### config.mk
export PLATFORM = sky130hd
export DESIGN_NAME = pipelined_cla_adder
export DESIGN_NICKNAME = d
export VERILOG_FILES = /design/src/rtl/pipelined_cla_adder_pkg.sv /design/src/rtl/pipelined_cla_adder_cla_group.sv /design/src/rtl/pipelined_cla_adder.sv
export SDC_FILE = /design/constraint.sdc
export NUM_CORES = 1
export LEC_CHECK = 0
export BUFFER_PORTS_ARGS = -buffer_cell sky130_fd_sc_hd__buf_4
export CAP_MARGIN = 20
export CELL_PAD_IN_SITES_DETAIL_PLACEMENT = 0
export CELL_PAD_IN_SITES_GLOBAL_PLACEMENT = 2
export CORE_ASPECT_RATIO = 1.4
export CORE_UTILIZATION = 35
export DETAILED_ROUTE_END_ITERATION = 8
export PLACE_DENSITY_LB_ADDON = 0.05
export SYNTH_ARGS = -nofsm -noshare
export SYNTH_HDL_FRONTEND = slang
export SYNTH_SLANG_ARGS = --single-unit
### constraint.sdc
create_clock -name clk -period 8.5 [get_ports clk]
set_input_delay 0.425 -clock clk [delete_from_list [all_inputs] [get_ports clk]]
set_output_delay 0.425 -clock clk [all_outputs]
set_load 0.005 [all_outputs]
### src/rtl/pipelined_cla_adder_pkg.sv
// rtl/pipelined_cla_adder_pkg.sv - op encoding, parameter legality and lookahead carry helper
package pipelined_cla_adder_pkg;

    typedef enum logic [1:0] {
        OP_ADD = 2'd0,
        OP_ADC = 2'd1,
        OP_SUB = 2'd2,
        OP_SBB = 2'd3
    } op_e;

    localparam int LA_MAX = 64;

    function automatic bit params_ok(input int width, input int group, input int stages);
        return (group > 0) && (stages >= 1) && (group <= LA_MAX) &&
               (width % (stages * group) == 0) && (width / (stages * group) <= LA_MAX);
    endfunction

    // Carry after n positions as a flat sum of products: c*P[n-1:0] | G[i]*P[n-1:i+1].
    function automatic logic la_carry(input logic [LA_MAX-1:0] p, input logic [LA_MAX-1:0] g,
                                      input logic c, input int n);
        logic acc;
        logic term;
        acc = c;
        for (int i = 0; i < n; i++) acc = acc & p[i];
        for (int i = 0; i < n; i++) begin
            term = g[i];
            for (int m = i + 1; m < n; m++) term = term & p[m];
            acc = acc | term;
        end
        return acc;
    endfunction

endpackage

### src/rtl/pipelined_cla_adder_cla_group.sv
// rtl/pipelined_cla_adder_cla_group.sv - combinational GROUP-bit carry-lookahead group
module cla_group
    import pipelined_cla_adder_pkg::*;
#(
    parameter int GROUP = 4
) (
    input  logic [GROUP-1:0] p,
    input  logic [GROUP-1:0] g,
    input  logic             ci,
    output logic [GROUP-1:0] s,
    output logic             pg,
    output logic             gg,
    output logic             co
);

    logic [GROUP-1:0] c;

    always_comb begin
        c = '0;
        for (int i = 0; i < GROUP; i++) c[i] = la_carry(LA_MAX'(p), LA_MAX'(g), ci, i);
    end

    assign s  = p ^ c;
    assign pg = &p;
    assign gg = la_carry(LA_MAX'(p), LA_MAX'(g), 1'b0, GROUP);
    assign co = la_carry(LA_MAX'(p), LA_MAX'(g), ci, GROUP);

endmodule

### src/rtl/pipelined_cla_adder.sv
// rtl/pipelined_cla_adder.sv - pipelined carry-lookahead adder/subtractor with valid/ready handshakes
module pipelined_cla_adder
    import pipelined_cla_adder_pkg::*;
#(
    parameter int WIDTH  = 32,
    parameter int GROUP  = 4,
    parameter int STAGES = 2
) (
    input  logic             clk,
    input  logic             rst_n,
    input  logic             in_valid,
    output logic             in_ready,
    input  logic [WIDTH-1:0] a,
    input  logic [WIDTH-1:0] b,
    input  logic             cin,
    input  logic [1:0]       op,
    output logic             out_valid,
    input  logic             out_ready,
    output logic [WIDTH-1:0] sum,
    output logic             cout,
    output logic             ovf,
    output logic             zero
);

    localparam int S  = WIDTH / STAGES;
    localparam int NG = S / GROUP;
    localparam int L  = STAGES - 1;

    if (!params_ok(WIDTH, GROUP, STAGES)) begin : g_param_check
        $error("pipelined_cla_adder: WIDTH must be a multiple of STAGES*GROUP");
    end

    logic             adv;
    logic [WIDTH-1:0] b_eff;
    logic             c0;

    assign adv      = !out_valid || out_ready;
    assign in_ready = adv;

    always_comb begin
        b_eff = op[1] ? ~b : b;
        case (op_e'(op))
            OP_ADD:  c0 = 1'b0;
            OP_SUB:  c0 = 1'b1;
            default: c0 = cin;
        endcase
    end

    // Each stage carries only the operand bits still to be added and the sum bits already done.
    for (genvar k = 0; k < STAGES; k++) begin : g_st
        logic                 v_i;
        logic                 c_i;
        logic                 c_o;
        logic [WIDTH-1:k*S]   a_up;
        logic [WIDTH-1:k*S]   b_up;
        logic [S-1:0]         p;
        logic [S-1:0]         g;
        logic [S-1:0]         s_s;
        logic [(k+1)*S-1:0]   s_acc;
        logic [NG-1:0]        gp;
        logic [NG-1:0]        gg;
        logic [NG-1:0]        gc;
        logic [NG-1:0]        grp_co;
        logic                 co_unused;

        if (k == 0) begin : g_head
            assign v_i   = in_valid;
            assign c_i   = c0;
            assign a_up  = a;
            assign b_up  = b_eff;
            assign s_acc = s_s;
        end else begin : g_reg
            logic                 v_q;
            logic                 c_q;
            logic [WIDTH-1:k*S]   a_q;
            logic [WIDTH-1:k*S]   b_q;
            logic [k*S-1:0]       s_q;

            always_ff @(posedge clk or negedge rst_n) begin
                if (!rst_n) begin
                    v_q <= 1'b0;
                    c_q <= 1'b0;
                    a_q <= '0;
                    b_q <= '0;
                    s_q <= '0;
                end else if (adv) begin
                    v_q <= g_st[k-1].v_i;
                    c_q <= g_st[k-1].c_o;
                    a_q <= g_st[k-1].a_up[WIDTH-1:k*S];
                    b_q <= g_st[k-1].b_up[WIDTH-1:k*S];
                    s_q <= g_st[k-1].s_acc;
                end
            end

            assign v_i   = v_q;
            assign c_i   = c_q;
            assign a_up  = a_q;
            assign b_up  = b_q;
            assign s_acc = {s_s, s_q};
        end

        assign p = a_up[k*S +: S] ^ b_up[k*S +: S];
        assign g = a_up[k*S +: S] & b_up[k*S +: S];

        for (genvar j = 0; j < NG; j++) begin : g_grp
            cla_group #(.GROUP(GROUP)) u_grp (
                .p  (p[j*GROUP +: GROUP]),
                .g  (g[j*GROUP +: GROUP]),
                .ci (gc[j]),
                .s  (s_s[j*GROUP +: GROUP]),
                .pg (gp[j]),
                .gg (gg[j]),
                .co (grp_co[j])
            );
        end

        // Block-level lookahead: group carries come from group P/G, never from the previous group's co.
        always_comb begin
            gc = '0;
            for (int n = 0; n < NG; n++) gc[n] = la_carry(LA_MAX'(gp), LA_MAX'(gg), c_i, n);
        end

        assign c_o       = la_carry(LA_MAX'(gp), LA_MAX'(gg), c_i, NG);
        assign co_unused = ^grp_co;
    end

    logic [WIDTH-1:0] sum_d;
    logic             c_msb;

    assign sum_d = g_st[L].s_acc;
    assign c_msb = sum_d[WIDTH-1] ^ g_st[L].p[S-1];

    always_ff @(posedge clk or negedge rst_n) begin
        if (!rst_n) begin
            out_valid <= 1'b0;
            sum       <= '0;
            cout      <= 1'b0;
            ovf       <= 1'b0;
            zero      <= 1'b0;
        end else if (adv) begin
            out_valid <= g_st[L].v_i;
            sum       <= sum_d;
            cout      <= g_st[L].c_o;
            ovf       <= c_msb ^ g_st[L].c_o;
            zero      <= ~|sum_d;
        end
    end

endmodule
# [After elaboration in Yosys (flattened, before gate mapping)]
# Cells that the tools add are included.
[word_totals] inputBits=71 word_cells=225 output_inout_bits=37 ff_bits=86
[op_classes] n_reduce_logical=13 muxes=2 bitwise=199 eq_ne=1
[op_table] cell="1-bit bitwise AND" n=92
[op_table] cell="1-bit OR" n=92
[op_table] cell="16-bit bitwise AND" n=2
[op_table] cell="32-bit two-way mux" n=1
[op_table] cell="32-bit inverter" n=1
[op_table] cell="4-bit AND reduction" n=8
[op_table] cell="32-bit OR reduction" n=1
[op_table] cell="16-bit XOR" n=2
[op_table] cell="4-bit XOR" n=8
[op_table] cell="2-bit == test (second input constant)" n=1
[op_table] cell="1-bit zero test" n=2
[op_table] cell="2-bit zero test" n=1
[op_table] cell="1-bit case mux with 2 select lines" n=1
[op_table] cell="1-bit XOR" n=2
[op_table] cell="1-bit logical OR" n=1

# [Longest topological paths before layout]
# Gate-level depths: netlist of the first run.
[depth] depth_word=21 ltp_mapped=15 depth_no_buf=13

# [Modules after synthesis]
# Synthesis of the first run repeated with hierarchy kept, for this count alone.
[hier_totals] cells_unflattened=587 area_unflattened_um2=4966.0
[modules_own_cells] mod="pipelined_cla_adder" seq_area_each_um2=2152.1 instances=1 cells_each=443 area_per_inst_um2=4105.2
[modules_own_cells] mod="cla_group" seq_area_each_um2=0.0 instances=8 cells_each=18 area_per_inst_um2=107.6

# [Worst setup path before layout of the first run]
# OpenSTA, ideal clock, no wires.
[synth_path] path_kind="input-to-reg" start="in op[1]" end="reg g_st[1].g_reg.s_q[15]" setup_time_ps=133 required_time_ps=8367 stages=14 slack_ps=5136 path_buffers=2 arrival_time_ps=3231 path_cell_list="buf_2 > buf_1 > xor2_1 > ha_1 > a2111oi_0 > a21oi_1 > a31oi_1 > inv_1 > ha_1 > o21a_1 > o21a_1 > nor2_1 > xor2_1 > o21ai_0"
[synth_between] elab_chain_len=20
[synth_lines] item="from (decl)" line="pipelined_cla_adder.sv:16" text="input logic [1:0] op,"
[synth_lines] item="32-bit two-way mux" line="pipelined_cla_adder.sv:41" text="b_eff = op[1] ? ~b : b;"
[synth_lines] item="16-bit bitwise AND or 16-bit XOR (tied branches)" line="pipelined_cla_adder.sv:103, pipelined_cla_adder.sv:102"
[synth_lines] item="1-bit bitwise AND (3 in a row)" line="pipelined_cla_adder_pkg.sv:27" text="for (int m = i + 1; m < n; m++) term = term & p[m];"
[synth_lines] item="1-bit OR (3 in a row)" line="pipelined_cla_adder_pkg.sv:28" text="acc = acc | term;"
[synth_lines] item="1-bit bitwise AND (2 in a row)" line="pipelined_cla_adder_pkg.sv:27"
[synth_lines] item="1-bit OR (3 in a row)" line="pipelined_cla_adder_pkg.sv:28"
[synth_lines] item="1-bit bitwise AND (3 in a row)" line="pipelined_cla_adder_pkg.sv:24" text="for (int i = 0; i < n; i++) acc = acc & p[i];"
[synth_lines] item="1-bit OR (3 in a row)" line="pipelined_cla_adder_pkg.sv:28"
[synth_lines] item="4-bit XOR (*)" line="pipelined_cla_adder_cla_group.sv:23" text="assign s = p ^ c;"
[synth_lines] item="to (signal assigned)" line="pipelined_cla_adder.sv:91" text="s_q <= g_st[k-1].s_acc;"
[synth_lines] item="to (decl)" line="pipelined_cla_adder.sv:77" text="logic [k*S-1:0] s_q;"
# Every way passes the cells marked *; elsewhere a longest branch is shown, timed or not.
# A chain may end at the register's enable or synchronous reset.

# [Worst setup path in the final report of the first run]
[layout_path] start="reg g_st[1].g_reg.a_q (netlist bit g_st[1].a_up[18])" end="reg zero"
[layout_rtl] item="from (decl)" line="pipelined_cla_adder.sv:75" text="logic [WIDTH-1:k*S] a_q;"
[layout_rtl] item="from (signal assigned)" line="pipelined_cla_adder.sv:89" text="a_q <= g_st[k-1].a_up[WIDTH-1:k*S];"
[layout_rtl] item="16-bit XOR" line="pipelined_cla_adder.sv:102" text="assign p = a_up[k*S +: S] ^ b_up[k*S +: S];"
[layout_rtl] item="1-bit bitwise AND" line="pipelined_cla_adder_pkg.sv:27"
[layout_rtl] item="1-bit bitwise AND, on equally long branches"
[layout_rtl] item="1-bit OR (3 in a row)" line="pipelined_cla_adder_pkg.sv:28"
[layout_rtl] item="1-bit bitwise AND (2 in a row)" line="pipelined_cla_adder_pkg.sv:27"
[layout_rtl] item="1-bit OR (*) (3 in a row)" line="pipelined_cla_adder_pkg.sv:28"
[layout_rtl] item="4-bit XOR (*)" line="pipelined_cla_adder_cla_group.sv:23"
[layout_rtl] item="net g_st[1].g_grp[3].u_grp.s[0]" line="pipelined_cla_adder_cla_group.sv:10" text="output logic [GROUP-1:0] s,"
[layout_rtl] item="32-bit OR reduction (*)" line="pipelined_cla_adder.sv:145" text="zero <= ~|sum_d;"
[layout_rtl] item="1-bit zero test (*)" line="pipelined_cla_adder.sv:145"
[layout_rtl] item="to (signal assigned)" line="pipelined_cla_adder.sv:145"
[layout_rtl] item="to (decl)" line="pipelined_cla_adder.sv:22" text="output logic zero"
# Mark *: on every way through the listed nets, which the timed path passes. The rest lies on a longest branch.

==> impl_metrics.csv, run 1 <==
group,metric,value,unit
routing,first_pass_iters,4,
placed_design,numPortBuffers,107,
clock_network,cts.clk_slew.worst_paths,0.07,ns
global_routing,grt_start_max_net_pins,63,
sta,setup_viol,0,
yosys,synthFlopType,"dfrtp_1",
clock_network,post_cts_buffers,0,
pwr,ir_drop,120.1,µV
clock_network,hold_buffers,0,
yosys,syn_inst,545,
worst_setup_path,slowest_delay,0.54,ns
clock_network,cts_made_buffers,9,
worst_setup_path,crit_path_end_kind,"register",
pwr,power.leakage,0.003087,µW
yosys,async_reset_ff_share,100.0,%
final_layout,diodes,0,
worst_setup_path,crit_path_top_delay_cell,"or4b_1",
global_routing,grt_pass1_vias,3980,
sta,period_minus_slack,3.510,ns
placed_design,dp_slack,4.844,ns
worst_setup_path,crit_start,"g_st[1].a_up[18]",
clock_network,htreeDepth,3,
yosys,synth_area_per_cell,9.089,µm²
floorplan,die_y,142.8,µm
clock_network,cts_tree,"yes",
final_layout,area_growth,25.81,%
sta,skew,0.007591,ns
yosys,synth_area,4954,µm²
floorplan,rows,51,
sta,period_share,41.30,%
routing,vias,3964,
final_layout,nNetsFinal,763,
clock_network,clock_sinks,86,
worst_setup_path,r2r-start,"g_st[1].a_up[18]",
global_routing,overflow,0,
global_routing,grt_antenna_before_repair,0,
run,maxCapViolCount,0,
clock_network,clockBufferDepth,2,
worst_setup_path,arrival,3.77,ns
yosys,yosys_warnings,0,
yosys,synth.distinct_cells,41,
placed_design,gp_congestion,0.7786,
routing,viasPerCell,4.753,
run_status,status,"complete, no violations",
clock_network,clock_latency,0.33,ns
sta,slew_headroom,46.73,%
placed_design,dp_hpwl,9.126,mm
clock_network,cts-root-buf,"clkbuf_16",
routing,drcViolationCount,0,
sta,worst_slack,4.990,ns
yosys,synth_edf_count,0,
sta,fmax,284.9,MHz
floorplan,die_area,14640,µm²
pwr,power_density,249.5,nW/µm²
sta,slew_violations,0,
worst_setup_path,crit_type,"reg2reg",
worst_setup_path,path_cells,"ha_1 > a21oi_1 > nor2b_1 > o31a_1 > or3_1 > fa_1 > nor4b_1 > and4_1 > nand4_1 > or4b_1 > o21ai_1",
routing,drtIter0Drc,110,
sta,timing.final.hold_violations,0,
yosys,yosys_register_bits,86,
final_layout,drive_gt1_share,20.18,%
sta,rsz0062_at_grt,"no",
worst_setup_path,path_max_fanout,5,
global_routing,grt_pass1_wl,19.46,mm
sta,tns,0,ns
global_routing,track_usage,17.48,%
yosys,yosysSeqAreaShare,43.45,%
routing,wl,11.88,mm
floorplan,core-area,13850,µm²
worst_setup_path,worstPathRequired,8.76,ns
clock_network,cts_resized,0,
yosys,syn_nets,664,
min_path,hold_path_class,"in2async",
routing,wl_per_cell,14.24,µm
floorplan,ios,108,
worst_setup_path,cp-start-kind,"register",
floorplan,die_w,102.5,µm
routing,drtAntennaViolNets,0,
floorplan,start_util,35.77,%
sta,worst_slew_pin_slew,0.7974,ns
-- final timing paths --
path | endpoint | slack (ns) | depth (start not counted)
max in group asynchronous | g_st[1].b_up[28] | 7.42 | 2
setup reg to reg | zero | 4.99 | 11
setup / recovery | zero | 4.99 | 11
hold reg to reg | out_valid | 0.46 | 1
hold / removal | g_st[1].a_up[20] | 0.03 | 1
min in group clk | g_st[1].a_up[20] | 0.28 | 3
-- power breakdown --
| part | internal, µW | switching [µW] | total (µW) |
|---|---|---|---|
| Clock | 236 | 166 | 402 |
| Combinational | 263 | 282 | 545 |
| Sequential | 526 | 82.2 | 608 |
-- per-stage QoR --
step           std cells  utilization [%]  hold WS [ns]  area [µm²]  power, µW
2_1_floorplan        545                -        0.1294        4954      916.8
3_3_place_gp         818            42.83        0.3984        5931       1168
3_5_place_dp         818            42.83        0.4024        5931       1177
4_1_cts              834            45.01       0.04290        6232       1583
5_1_grt              834            45.01       0.05678        6232       1676
6_report             834            45.01       0.02691        6232       1555
-- synth_stat cells (all sizes together) (2+ instances only) --
cell type,count,area (µm²)
nand2,158,593.1
dfrtp,86,2152
ha,40,500.5
o21ai,33,165.2
nor2,32,120.1
xor2,29,254.0
a21oi,23,115.1
xnor2,21,183.9
inv,19,71.31
o21a,13,97.59
buf,11,46.30
clkbuf,11,41.29
fa,8,160.2
nor3,8,40.04
nand4,6,37.54
nor4,5,52.55
o31ai,5,37.54
a21o,4,30.03
a211oi,3,22.52
nand3,3,15.01
o211a,3,30.03
o211ai,3,22.52
a31oi,2,12.51
and2,2,12.51
and4,2,17.52
mux2,2,22.52
nand2b,2,12.51
nor2b,2,12.51
or3,2,12.51
-- metal layers --
metal	GRT usage, %	part of all wire [%]	wire (µm)
met1	20.26	41	4867
met3	3.524	4.0	476
met2	31.54	54	6359
met5	0	0	0
met4	5.639	1.5	175
-- flip-flops by register name (all words and copies together), names as in the netlist --
signal and flops:
sum 32, g_st.a_up 16, g_st.b_up 16, g_st.g_reg.s_q 16, cout 1, g_st.c_i 1
g_st.g_reg.v_q 1, out_valid 1, ovf 1, zero 1
-- cell type report --
cell class	instances	area [µm²]
Clock buffer	11	242.7
Clock inverter	5	58.81
Fill cell	1438	7615
Inverter	19	71.32
Multi-Input combinational cell	418	2650
Sequential cell	86	2152
Tap cell	185	231.5
Timing Repair Buffer	110	825.8
-- worst max-delay path, delay by kind of cell (launching register included) --
kind	cells	cell delay [ns]
simple gates	6	1.63
compound gates	3	0.61
fa+ha+maj	2	0.82
flops	1	0.38
-- logic make-up (layout without fill, tap and decap cells) --
logic type      count (synthesis)  in the layout  synth area share (%)
xor+xnor                       50             50                 8.841
simple gates                  225            225                 19.25
buf+inv                        41            145                 3.208
fa+ha+maj                      48             48                 13.34
compound gates                 93             93                 11.47
mux                             2              2                0.4546
flops                          86             86                 43.45
-- cell usage in the layout, fill, tap and decap left out, types with 13 or more instances in the layout --
master | synthesis | routed
xnor2_1 | 21 | 21
a21oi_1 | 23 | 23
inv_1 | 18 | 18
o21a_1 | 13 | 13
dfrtp_1 | 86 | 86
nor2_1 | 32 | 32
nand2_1 | 158 | 158
ha_1 | 40 | 40
xor2_1 | 29 | 29
buf_4 | 0 | 110
o21ai_0 | 32 | 32
No activity file was read; power rests on OpenSTA's default activity.
==> run 2: changes to the inputs <==
- CORE_UTILIZATION: 35 -> 30
- clock period: 8.5 -> 3.2 ns (I/O delays scaled with it)
==> impl_metrics.csv, run 2 (synthesis results as in run 1) <==
group,metric,value,unit
final_layout,drive_gt1_share,24.52,%
worst_setup_path,worstPathRequired,3.47,ns
final_layout,nNetsFinal,791,
sta,slew_headroom,37.86,%
sta,setup_viol,1,
sta,worst_slack,-0.1121,ns
global_routing,grt_pass1_wl,22.15,mm
sta,skew,0.004460,ns
floorplan,die_y,154.0,µm
clock_network,cts-root-buf,"clkbuf_16",
final_layout,layout_commonest_cell,"nand2_1",
routing,drtIter0Drc,132,
pwr,switchingPower,1488,µW
routing,first_pass_iters,4,
pwr,seqPwrFrac,36.9,%
sta,timing.final.hold_violations,0,
routing,wl,13.51,mm
min_path,hold_path_class,"in2reg",
global_routing,grt_start_max_net_pins,100,
pwr,power_density,670.9,nW/µm²
floorplan,die_area,17040,µm²
floorplan,die_w,110.6,µm
clock_network,clock_latency,0.34,ns
final_layout,area_growth,32.18,%
final_layout,largest_register,"sum",
placed_design,gp_congestion,0.7939,
routing,drtAntennaViolNets,0,
floorplan,core-area,16170,µm²
worst_setup_path,ff2ff_setup_slack,-0.11,ns
sta,period_minus_slack,3.312,ns
pwr,combPwrFrac,36.9,%
clock_network,cts_made_buffers,9,
routing,wl_per_cell,15.42,µm
global_routing,grtUsageMet3,2.838,%
global_routing,track_usage,16.62,%
sta,period_share,103.5,%
global_routing,globalRouteMet2Util,31.03,%
placed_design,dp_hpwl,10.28,mm
sta,fmax,301.9,MHz
pwr,netSwitchingFraction,33.87,%
routing,vias,4062,
global_routing,grt_antenna_before_repair,0,
placed_design,numPortBuffers,107,
clock_network,htreeDepth,3,
pwr,power.internal,2905,µW
clock_network,clockBufferDepth,2,
placed_design,dp_cells,857,
global_routing,busiest_layer,"met2",
final_layout,diodes,0,
final_layout,fillers,1652,
worst_setup_path,cp-start-kind,"register",
global_routing,globalRouteMet1Util,19.07,%
sta,rsz0062_at_grt,"yes",
global_routing,overflow,0,
final_layout,final_cell_mix,"158 x nand2_1, 137 x buf_4, 86 x dfrtp_1",
final_layout,final_cell_area,6548,µm²
worst_setup_path,crit_type,"reg2reg",
final_layout,largest_reg_flops,32,
pwr,p_clk_share,26.2,%
run_status,status,"finished with violations",
worst_setup_path,path_max_fanout,3,
floorplan,rows,55,
placed_design,postPlaceCellArea,6152,µm²
clock_network,cts.clk_slew.worst_paths,0.07,ns
final_layout,final_cells,876,
floorplan,start_util,30.63,%
pwr,power.leakage,0.003237,µW
routing,drcViolationCount,0,
clock_network,cts_tree,"yes",
global_routing,grt_pass1_vias,4334,
run_status,violations,"negative setup slack",
run,maxCapViolCount,0,
sta,worst_slew_pin_slew,0.9321,ns
worst_setup_path,crit_path_end_kind,"register",
sta,slew_violations,0,
routing,viasPerCell,4.637,
pwr,ir_drop,305.0,µV
worst_setup_path,arrival,3.58,ns
floorplan,ios,108,
clock_network,clock_sinks,86,
## run 2: changes by cell type in the layout (fill, tap and decap cells not counted), moves of 2 or more
cell / before / now
ha_1: 40 / 37
buf_4: 110 / 137
ha_4: 0 / 2
a21oi_1: 23 / 21
## run 2: path summary, 6_finish.rpt
kind / end / from / cells after the start
min in group asynchronous: g_st[1].b_up[26] / rst_n / 2
min: g_st[1].a_up[28] / a[28] / 3
max: zero / g_st[1].b_up[18] / 11
min reg2reg: sum[9] / sum[9] / 2
max reg2reg: zero / g_st[1].b_up[18] / 11
max in group asynchronous: sum[19] / rst_n / 3
## run 2: layout make-up
type                            count  area, µm²  share of cell area [%]
Sequential cell                    86       2152                   32.87
Multi-Input combinational cell    418       2711                   41.41
Clock inverter                      5      82.58                   1.261
Timing Repair Buffer              138       1039                   15.86
Inverter                           19      71.32                   1.089
Tap cell                          199      249.0                   3.803
Clock buffer                       11      242.7                   3.707
## run 2: metrics by stage
| stage | TNS [ns] | setup WS (ns) | hold slack (ns) | total power, µW | utilization [%] |
|---|---|---|---|---|---|
| finish | -0.1121 | -0.1121 | 0.009242 | 4393 | 40.49 |
| global route | -0.2468 | -0.2468 | 0.01938 | 4731 | 40.49 |
| CTS | -0.1736 | -0.1736 | 0.002918 | 4476 | 40.39 |
| detailed placement | -0.2423 | -0.2423 | 0.3612 | 3267 | 38.04 |
| global placement | -0.1269 | -0.1269 | 0.3608 | 3244 | 38.04 |
| floorplan | 0 | 0.01441 | -0.1356 | 2444 | - |
## run 2: per-layer routing
metal / share of wire [%] / wire, µm / up-vias
met5: 0 / 0 / -
met2: 54 / 7311 / 84
met4: 1.5 / 202 / 0
li1: - / - / 2066
met3: 3.5 / 468 / 9
met1: 41 / 5521 / 1903
## run 2: power by group through the flow
stage                     clock (µW)  sequential, µW  combinational (µW)
after global routing            1230            1670                1830
after floorplan                    0            1600                 841
final                           1150            1620                1620
after CTS                       1180            1630                1660
after detailed placement           0            1650                1620
after global placement             0            1640                1610
## run 2: worst max-delay path, cell delays in order (launching register included)
cell and delay, ns:
dfrtp_1 0.41, ha_4 0.27, a21oi_4 0.16, nor2b_4 0.06, o31a_1 0.30, or3_4 0.41, fa_1 0.47, nor4b_2 0.24
and4_1 0.22, nand4_1 0.08, or4b_1 0.51, o21ai_1 0.12
## run 2: repair_timing
item                       4_1_cts  5_1_grt
hold endpoints to repair         2        0
buffers inserted                 2        0
hold buffers                     1        0
resized for setup                6        2
setup endpoints to repair        1        1
pin swaps                       12        2
